===== config.mk =====
export PLATFORM = sky130hd
export DESIGN_NAME = tlb_lookup_arbiter
export DESIGN_NICKNAME = d
export VERILOG_FILES = /design/src/rtl/tlb_lookup_arbiter.sv
export SDC_FILE = /design/constraint.sdc
export NUM_CORES = 1
export LEC_CHECK = 0
export BUFFER_PORTS_ARGS = -buffer_cell sky130_fd_sc_hd__buf_2
export CAP_MARGIN = 5
export CORE_UTILIZATION = 45
export DETAILED_ROUTE_END_ITERATION = 10
export HOLD_SLACK_MARGIN = 0.02
export PLACE_DENSITY_LB_ADDON = 0.12
export SKIP_CTS_REPAIR_TIMING = 1
export SLEW_MARGIN = 25
export SYNTH_ARGS = -nofsm -noshare
export SYNTH_HDL_FRONTEND = slang
export SYNTH_SLANG_ARGS = --single-unit

===== constraint.sdc =====
create_clock -name clk -period 4.5 [get_ports clk]
set_input_delay 1.35 -clock clk [delete_from_list [all_inputs] [get_ports clk]]
set_output_delay 1.35 -clock clk [all_outputs]
set_load 0.05 [all_outputs]

===== src/rtl/tlb_lookup_arbiter.sv =====
// tlb_lookup_arbiter: round-robin sharing of the unified TLB search port between the I-side and D-side buffers.
module tlb_lookup_arbiter #(
    parameter int VPN2_W  = 19,
    parameter int ENTRY_W = 78
) (
    input  logic               clk,
    input  logic               rst,
    input  logic               i_req,
    input  logic [VPN2_W-1:0]  i_vpn2,
    output logic               i_ack,
    input  logic               d_req,
    input  logic [VPN2_W-1:0]  d_vpn2,
    output logic               d_ack,
    output logic [ENTRY_W-1:0] rsp_entry,
    output logic               rsp_found,
    input  logic               flush,
    input  logic               tlb_wr,
    output logic [VPN2_W-1:0]  tlb_s_vpn2,
    input  logic [ENTRY_W-1:0] tlb_s_entry,
    input  logic               tlb_s_found,
    output logic               busy
);
    typedef enum logic [1:0] {IDLE, LOOKUP, RESP} state_t;
    state_t r_state, w_next;
    // Last granted side (1 = D); it also names the owner of the transaction in flight.
    logic               r_last_d;
    logic [VPN2_W-1:0]  r_sel_vpn2;
    logic [ENTRY_W-1:0] r_entry;
    logic               r_found;
    logic               w_grant, w_grant_d, w_capture;
    always_comb begin
        w_next    = r_state;
        w_grant   = 1'b0;
        w_grant_d = 1'b0;
        w_capture = 1'b0;
        case (r_state)
            IDLE: if (!flush && !tlb_wr && (i_req || d_req)) begin
                w_grant   = 1'b1;
                w_grant_d = d_req && (!i_req || !r_last_d);
                w_next    = LOOKUP;
            end
            // A write this cycle may install the entry being searched, so search again.
            LOOKUP: if (flush) w_next = IDLE;
                    else if (!tlb_wr) begin
                        w_capture = 1'b1;
                        w_next    = RESP;
                    end
            RESP: begin
                w_next = IDLE;
                if (!flush && !tlb_wr && (r_last_d ? i_req : d_req)) begin
                    w_grant   = 1'b1;
                    w_grant_d = !r_last_d;
                    w_next    = LOOKUP;
                end
            end
            default: w_next = IDLE;
        endcase
    end
    always_ff @(posedge clk or posedge rst) begin
        if (rst) r_state <= IDLE;
        else     r_state <= w_next;
    end
    always_ff @(posedge clk or posedge rst) begin
        if (rst) begin
            r_last_d   <= 1'b1;
            r_sel_vpn2 <= '0;
            r_entry    <= '0;
            r_found    <= 1'b0;
        end else begin
            if (w_grant) begin
                r_last_d   <= w_grant_d;
                r_sel_vpn2 <= w_grant_d ? d_vpn2 : i_vpn2;
            end
            if (w_capture) begin
                r_entry <= tlb_s_entry;
                r_found <= tlb_s_found;
            end
        end
    end
    assign i_ack      = (r_state == RESP) && !r_last_d && !flush;
    assign d_ack      = (r_state == RESP) && r_last_d && !flush;
    assign rsp_entry  = r_entry;
    assign rsp_found  = r_found;
    assign tlb_s_vpn2 = r_sel_vpn2;
    assign busy       = r_state != IDLE;
endmodule


* Word-level counts from Yosys, hierarchy flattened
Cells that the tools add are included.
** Cells by class
- Shift operators :: 0
- Bitwise logic cells :: 0
- Reductions and logical operators :: 17
- Multiplexer cells :: 16
- Add/subtract/negate cells :: 0
- Multipliers :: 0
- Magnitude comparators :: 0
- Equal/unequal tests :: 4
- Div/mod/pow operators :: 0
** Operator list (count)
- $mux W19 :: 1
- $mux W1 :: 9
- $logic_and A1 B1 Y1 :: 8
- $mux W2 :: 3
- $pmux W2 S3 :: 1
- $logic_not A1 Y1 :: 4
- $pmux W1 S2 :: 2
- $ne A3 B3 Y1 const B :: 1
- $eq A2 B1 Y1 const B :: 1
- $eq A2 B2 Y1 const B :: 1
- $logic_not A2 Y1 :: 1
- $logic_or A1 B1 Y1 :: 2
- $ne A2 B2 Y1 const B :: 1
- $reduce_and A2 Y1 :: 1
- $reduce_bool A2 Y1 :: 1
** Word-level totals
- Bits in latches :: 0
- Memories kept :: 0
- Memory bits (read-only) :: 0
- Register bits :: 101
- Memory bits (writable) :: 0

* Longest topological paths before layout
Gate-level depths: netlist (run 1).
- Depth after elaboration :: 6
- Mapped depth :: 5

* Worst setup path after synthesis (run 1)
OpenSTA, ideal clock, no wires.
- Path kind :: input port to output port
- Start point :: input port flush
- End point :: output port d_ack
- Setup slack :: 1.214 ns
- Stages :: 2
- Data arrival time :: 1.936 ns
- Required time :: 3.150 ns
- Cells stage by stage :: nor2_1 and3_1
** Between the ends
- Cells in the longest elaborated chain, start to end :: 2
** Ends and longest elaborated chain
- start, declared :: line 16 : input logic flush,
- $logic_not A1 Y1 :: line 81 : assign d_ack = (r_state == RESP) && r_last_d && !flush;
- $logic_and A1 B1 Y1 :: line 81
- end, declared :: line 13 : output logic d_ack,
No other way between the ends.

* Worst setup path after layout (run 1)
Ends and elaborated chain as after synthesis.

==> out/qor.yml, run 1 <==
layout:
  area_growth_pct: 32.9
  final_common_cell: "buf_2"
  diodes: 0
  fin_util_pct: 62.3
  final_cell_mix: "buf_2 (223), dfrtp_1 (100), mux2_2 (75), nor2_1 (21), mux2i_1 (20)"
  nNetsFinal: 615
  stdcell_area_mm2: 0.00546
  fin_cells: 605
  drive_gt1_share_pct: 68.8
cts:
  htreeDepth: 3
  clk_latency_ns: 0.35
  clockBufferDepth: 2
  clockRootBuffer: "clkbuf_8"
  clock-sinks: 101
  cts.clk_slew.worst_paths_ns: 0.09
  tritoncts: "yes"
  cts_buffers: 9
sta:
  fin_skew_ns: 0.0165
  worst-slew-pin-transition_ns: 0.654
  period_minus_slack_ns: 3.39
  setup_viol: 0
  max_freq_mhz: 295
  grt_setup_unrepaired: "no"
  fin_setup_tns_ns: 0
  min_period_over_period_pct: 75.4
  maxSlewViolCount: 0
  hold_violations: 0
  slew_headroom_pct: 56.4
pwr:
  ir_drop_mv: 0.344
  power.leakage_uw: 0.00283
  total_power_uw: 3480
  power_density_mw_per_mm2: 636
place:
  dp_hpwl_um: 6640
  placed_area_mm2: 0.00527
  place.port_buffers: 223
  place_inst: 589
  gp_congestion: 0.734
route:
  firstDrtPassIters: 3
  drc: 0
  drt_iter0_drc: 42
  ant_nets: 0
  vias: 2892
  vias_per_cell: 4.78
  finalWirelength_um: 8760
  wl_per_cell_um: 14.5
floorplanning:
  fp.coreArea_mm2: 0.00876
  die_height_um: 97.6
  start_util_pct: 46.9
  io_pins: 224
  die_area_mm2: 0.00952
  rows: 34
  dieWidth_um: 97.6
yosys:
  synth_seq_area_share_pct: 61.5
  yosysWarnings: 0
  synth.avg_cell_area_um2: 15.3
  syn_area_mm2: 0.00411
  ys_seq_elements: 101
  synth_cells: 268
  yosysUniqueCellTypes: 20
  syn_nets: 391
grt:
  grt_max_degree: 64
  grt_first_pass_wirelength_um: 14500
  gr-total-overflow: 0
  antenna_found_initial: 0
  grt.total_usage_pct: 19.2
  grt_pass1_vias: 2983
worst_setup_path:
  crit_type: "in -> out"
  required_ns: 3.15
  rrSetupSlack_ns: 2.27
  endpoint_kind: "output port"
  arrival_ns: 2.04
  worst-path-max-fanout: 3
  startpoint_type: "input port"
outcome:
  status: "finished, final reports clean"
hold_path:
  hold_class: "reg -> reg"
run:
  maxCapViolCount: 0
[Yosys cell counts]
library cell	number	share of area, %
a211oi_4	1	0.49
a21o_1	1	0.18
a21oi_2	19	4.0
and3_1	2	0.30
buf_2	2	0.24
buf_4	2	0.37
buf_6	11	3.0
dfrtp_1	100	61
dfstp_2	1	0.64
inv_1	2	0.18
mux2_1	4	1.1
mux2_2	75	21
mux2i_1	20	4.9
nand4b_1	1	0.21
nor2_1	21	1.9
nor2b_1	1	0.15
nor3b_1	1	0.18
o21ai_0	2	0.24
or2_2	1	0.15
or3_4	1	0.27
[sequential cells by signal, summed over array words and instances (netlist names)]
| signal | cells |
|---|---|
| rsp_entry | 78 |
| tlb_s_vpn2 | 19 |
| r_state | 2 |
| r_last_d | 1 |
| rsp_found | 1 |
[metrics by stage]
stage / setup WS, ns / hold WS, ns
floorplan: 0.505 / 0.490
global placement: 1.10 / 0.464
detailed placement: 1.10 / 0.476
CTS: 1.10 / 0.499
global route: 1.06 / 0.521
finish: 1.11 / 0.494
[power by group]
group / switching [uW] / leakage, uW / total [uW] / internal, uW
logic: 1200 / 0.00154 / 1620 / 418
clock network: 302 / 0.0000899 / 561 / 259
registers: 123 / 0.00120 / 1290 / 1170
[layout make-up]
type                    instances  area (um^2)
flip-flops and latches        101         2530
repair buffers                228         1170
fillers                       728         3300
well taps                     108          135
clock buffers                  11          131
clock inverters                 5         58.8
inverters                       2         10.0
multi-input cells             150         1430
[final timing paths]
| path | startpoint | endpoint | cells after the start |
|---|---|---|---|
| setup / recovery | flush | d_ack | 4 |
| setup reg to reg | r_state[1]$_DFFE_PP0P_ | rsp_entry[21]$_DFFE_PP0P_ | 4 |
| hold reg to reg | rsp_entry[19]$_DFFE_PP0P_ | rsp_entry[19]$_DFFE_PP0P_ | 1 |
| hold / removal | rsp_entry[19]$_DFFE_PP0P_ | rsp_entry[19]$_DFFE_PP0P_ | 1 |
| min in group asynchronous | rst | rsp_entry[24]$_DFFE_PP0P_ | 2 |
| max in group asynchronous | rst | rsp_entry[27]$_DFFE_PP0P_ | 3 |
[critical path, stage by stage]
cell and delay [ns]:
buf_2 0.12, nor2_1 0.15, and3_1 0.17, buf_2 0.25
[logic make-up (layout without fill, tap and decap cells)]
group | count (synthesis) | count (layout) | share of synthesized area, %
mux | 99 | 99 | 26.5
flops | 101 | 101 | 61.5
simple gates | 28 | 28 | 3.20
buf+inv | 17 | 246 | 3.81
compound gates | 23 | 23 | 4.96
[metal layers]
layer	GRT usage [%]	up-vias	part of all wire, %
met5	0	-	0
met4	5.88	0	0.97
met3	5.97	6	8.3
met2	32.9	136	49
met1	23.3	1362	42
li1	-	1388	-
No activity file was read; power rests on OpenSTA's default activity.
==> run 2: changes to the inputs <==
- ABC_AREA: unset -> 1
- CORE_UTILIZATION: 45 -> 46
- clock period: 4.5 -> 3.5 ns (I/O delays scaled with it)
==> run 2 against run 1 <==
Net effect: sequential cell count unchanged; highest routed layer unchanged; register-to-register slack got worse by 0.46 ns; synthesized cell count is 98% higher; worst setup slack worse by 0.38 ns; largest power group unchanged; design area grew 5.2%; total power grew 27%; critical path depth down 1; largest cell class unchanged; cell count increased by 45%; utilization is 0.16 points lower; critical endpoint is now i_ack.
==> out/qor.yml, run 2 <==
outcome:
  status: "finished, final reports clean"
yosys:
  syn_nets: 653  # +67%
  yosysMostFrequentCell: "nand2_1"
  synthArstFlopShare_pct: 100  # unchanged
  synth.avg_cell_area_um2: 8.27  # -46%
  yosysUniqueCellTypes: 22  # +10%
  synth_cells: 530  # +98%
  ys_top_cells_by_count: "nand2_1 (301), dfrtp_1 (100), inv_1 (44), nand3_1 (28), nand3_2 (13)"
  synth_seq_area_share_pct: 57.7  # -3.8 points
  syn_area_mm2: 0.00438  # +6.7%
  ys_seq_elements: 101  # unchanged
  synth.area.top_cells: "dfrtp_1 (57%), nand2_1 (26%), inv_1 (3.8%)"
  synth-edff-count: 0  # unchanged
  yosysWarnings: 0  # unchanged
  ys.flop_type: "dfrtp_1"
  synth_top_area_cell: "dfrtp_1"
  synth_top_area_share_pct: 57.1  # -3.8 points
place:
  dp_hpwl_um: 7550  # +14%
  place.port_buffers: 223  # unchanged
  gp_congestion: 0.756  # +3.0%
  placed_area_mm2: 0.00554  # +5.0%
worst_setup_path:
  crit_start: "flush"
  cp_top_family: "buffers and inverters"
  r2r_start: "r_last_d$_DFFE_PP1P_"
  startpoint_type: "input port"
  cp.buffers_inverters: 2  # unchanged
  slowest_stage: "buf_2"
  path_common_cell: "buf_2"
  crit_chain: "buf_2, nor3_1, buf_2"
  required_ns: 2.45  # -0.70 ns
  worst-path-max-fanout: 4  # +1
  endpoint_kind: "output port"
  crit_type: "in -> out"
  max_stage_delay_ns: 0.31  # +0.06 ns
  arrival_ns: 1.72  # -0.32 ns
route:
  vias_per_cell: 4.55  # -4.9%
  wl_per_cell_um: 12.2  # -15%
  drt_iter0_drc: 174  # +310%
  firstDrtPassIters: 5  # +2
  finalWirelength_um: 10700  # +22%
  vias: 3987  # +38%
  drc: 0  # unchanged
  ant_nets: 0  # unchanged
sta:
  min_period_over_period_pct: 79.1
  fin_setup_tns_ns: 0  # unchanged
  hold_violations: 0  # unchanged
  max_freq_mhz: 361
  period_minus_slack_ns: 2.77
  maxSlewViolCount: 0  # unchanged
  whs_ns: 0.477  # -0.0169 ns
  fin_skew_ns: 0.0118  # -0.00474 ns
  setup_viol: 0  # unchanged
  slew_headroom_pct: 48.0  # -8.4 points
  worst-slew-pin-transition_ns: 0.780  # +0.125 ns
  grt_setup_unrepaired: "no"
layout:
  diodes: 0  # unchanged
  final_common_cell: "nand2_1"
  stdcell_area_mm2: 0.00575  # +5.2%
  drive_gt1_share_pct: 35.7  # -33 points
  largest_reg_flops: 78  # unchanged
  final_cell_mix: "nand2_1 (301), buf_2 (223), dfrtp_1 (100), inv_1 (43), nand3_1 (28)"
  fillers: 859  # +18%
  nNetsFinal: 867  # +41%
  area_growth_pct: 31.1
cts:
  htreeDepth: 3  # unchanged
  clock-sinks: 101  # unchanged
  tritoncts: "yes"
  clockRootBuffer: "clkbuf_8"
  cts.clk_slew.worst_paths_ns: 0.09  # about the same
  clockBufferDepth: 2  # unchanged
  clk_latency_ns: 0.35  # about the same
  cts_buffers: 9  # unchanged
pwr:
  power_density_mw_per_mm2: 768  # +21%
  power.leakage_uw: 0.00359  # +27%
  ir_drop_mv: 0.487  # +42%
grt:
  gr-total-overflow: 0  # unchanged
  antenna_found_initial: 0  # unchanged
  grt_pass1_vias: 3785  # +27%
  grt_first_pass_wirelength_um: 17400  # +20%
  grt_max_degree: 102  # +59%
  grt.total_usage_pct: 22.2  # +3.0 points
floorplanning:
  fp.coreArea_mm2: 0.00924  # +5.4%
  start_util_pct: 47.4  # +0.55 points
  die_height_um: 99.6  # +2.1%
  rows: 35  # +2.9%
  die_area_mm2: 0.00993  # +4.3%
  io_pins: 224  # unchanged
  dieWidth_um: 99.6  # +2.1%
hold_path:
  hold_class: "reg -> reg"
  hp-start: "rsp_entry[69]$_DFFE_PP0P_"
run:
  maxCapViolCount: 0  # unchanged
[run 2: worst register-to-register path: stages, from the launching register on]
cell,delay [ns]
dfstp_2,0.58
nand2_1,0.07
nand2_2,0.08
nand3_2,0.08
nand2_1,0.51
nand2_1,0.14
nand3_2,0.09
nand2_1,0.05
[run 2: per-stage QoR]
stage	std cells	total power (uW)	worst slack (ns)	utilization (%)
floorplan	530	3160	0.324	-
global placement	862	3650	0.791	59.9
detailed placement	862	3680	0.752	59.9
CTS	877	4460	0.750	62.2
global route	877	4640	0.710	62.2
finish	877	4410	0.730	62.2
[run 2: cell type report]
class / count / area, um^2 / area share (%)
clock buffer: 12 / 165 / 2.87
clock inverter: 3 / 43.8 / 0.762
inverter: 47 / 180 / 3.14
multi-input combinational: 356 / 1480 / 25.8
sequential: 101 / 2530 / 44.0
tap: 129 / 161 / 2.81
timing repair buffer: 229 / 1190 / 20.6
[run 2: worst paths after layout]
| path | endpoint | slack, ns | depth (start not counted) |
|---|---|---|---|
| hold reg to reg | rsp_entry[69]$_DFFE_PP0P_ | 0.48 | 2 |
| setup / recovery | i_ack | 0.73 | 3 |
| min in group asynchronous | rsp_entry[34]$_DFFE_PP0P_ | 0.86 | 3 |
| max in group asynchronous | r_last_d$_DFFE_PP1P_ | 2.25 | 3 |
| setup reg to reg | tlb_s_vpn2[8]$_DFFE_PP0P_ | 1.81 | 7 |
| hold / removal | rsp_entry[69]$_DFFE_PP0P_ | 0.48 | 2 |
[run 2: report_power, final]
group / total (uW) / switching (uW) / internal [uW] / leakage [uW]
logic: 2000 / 1570 / 429 / 0.00221
registers: 1650 / 165 / 1490 / 0.00127
clock network: 761 / 375 / 386 / 0.000108
total: 4410 / 2110 / 2300 / 0.00359
[run 2: cell families after synthesis]
kind of cell	Yosys count	share of synthesized area, %
flops	101	57.7
compound gates	2	0.285
buf+inv	73	8.56
simple gates	354	33.5
[run 2: metal layers]
layer / vias up / global-route usage, % / wire, um
met5: - / 0 / 0
met4: 0 / 11.8 / 411
met3: 34 / 5.76 / 732
met2: 162 / 37.0 / 5020
met1: 1788 / 26.6 / 4570
li1: 2003 / - / -
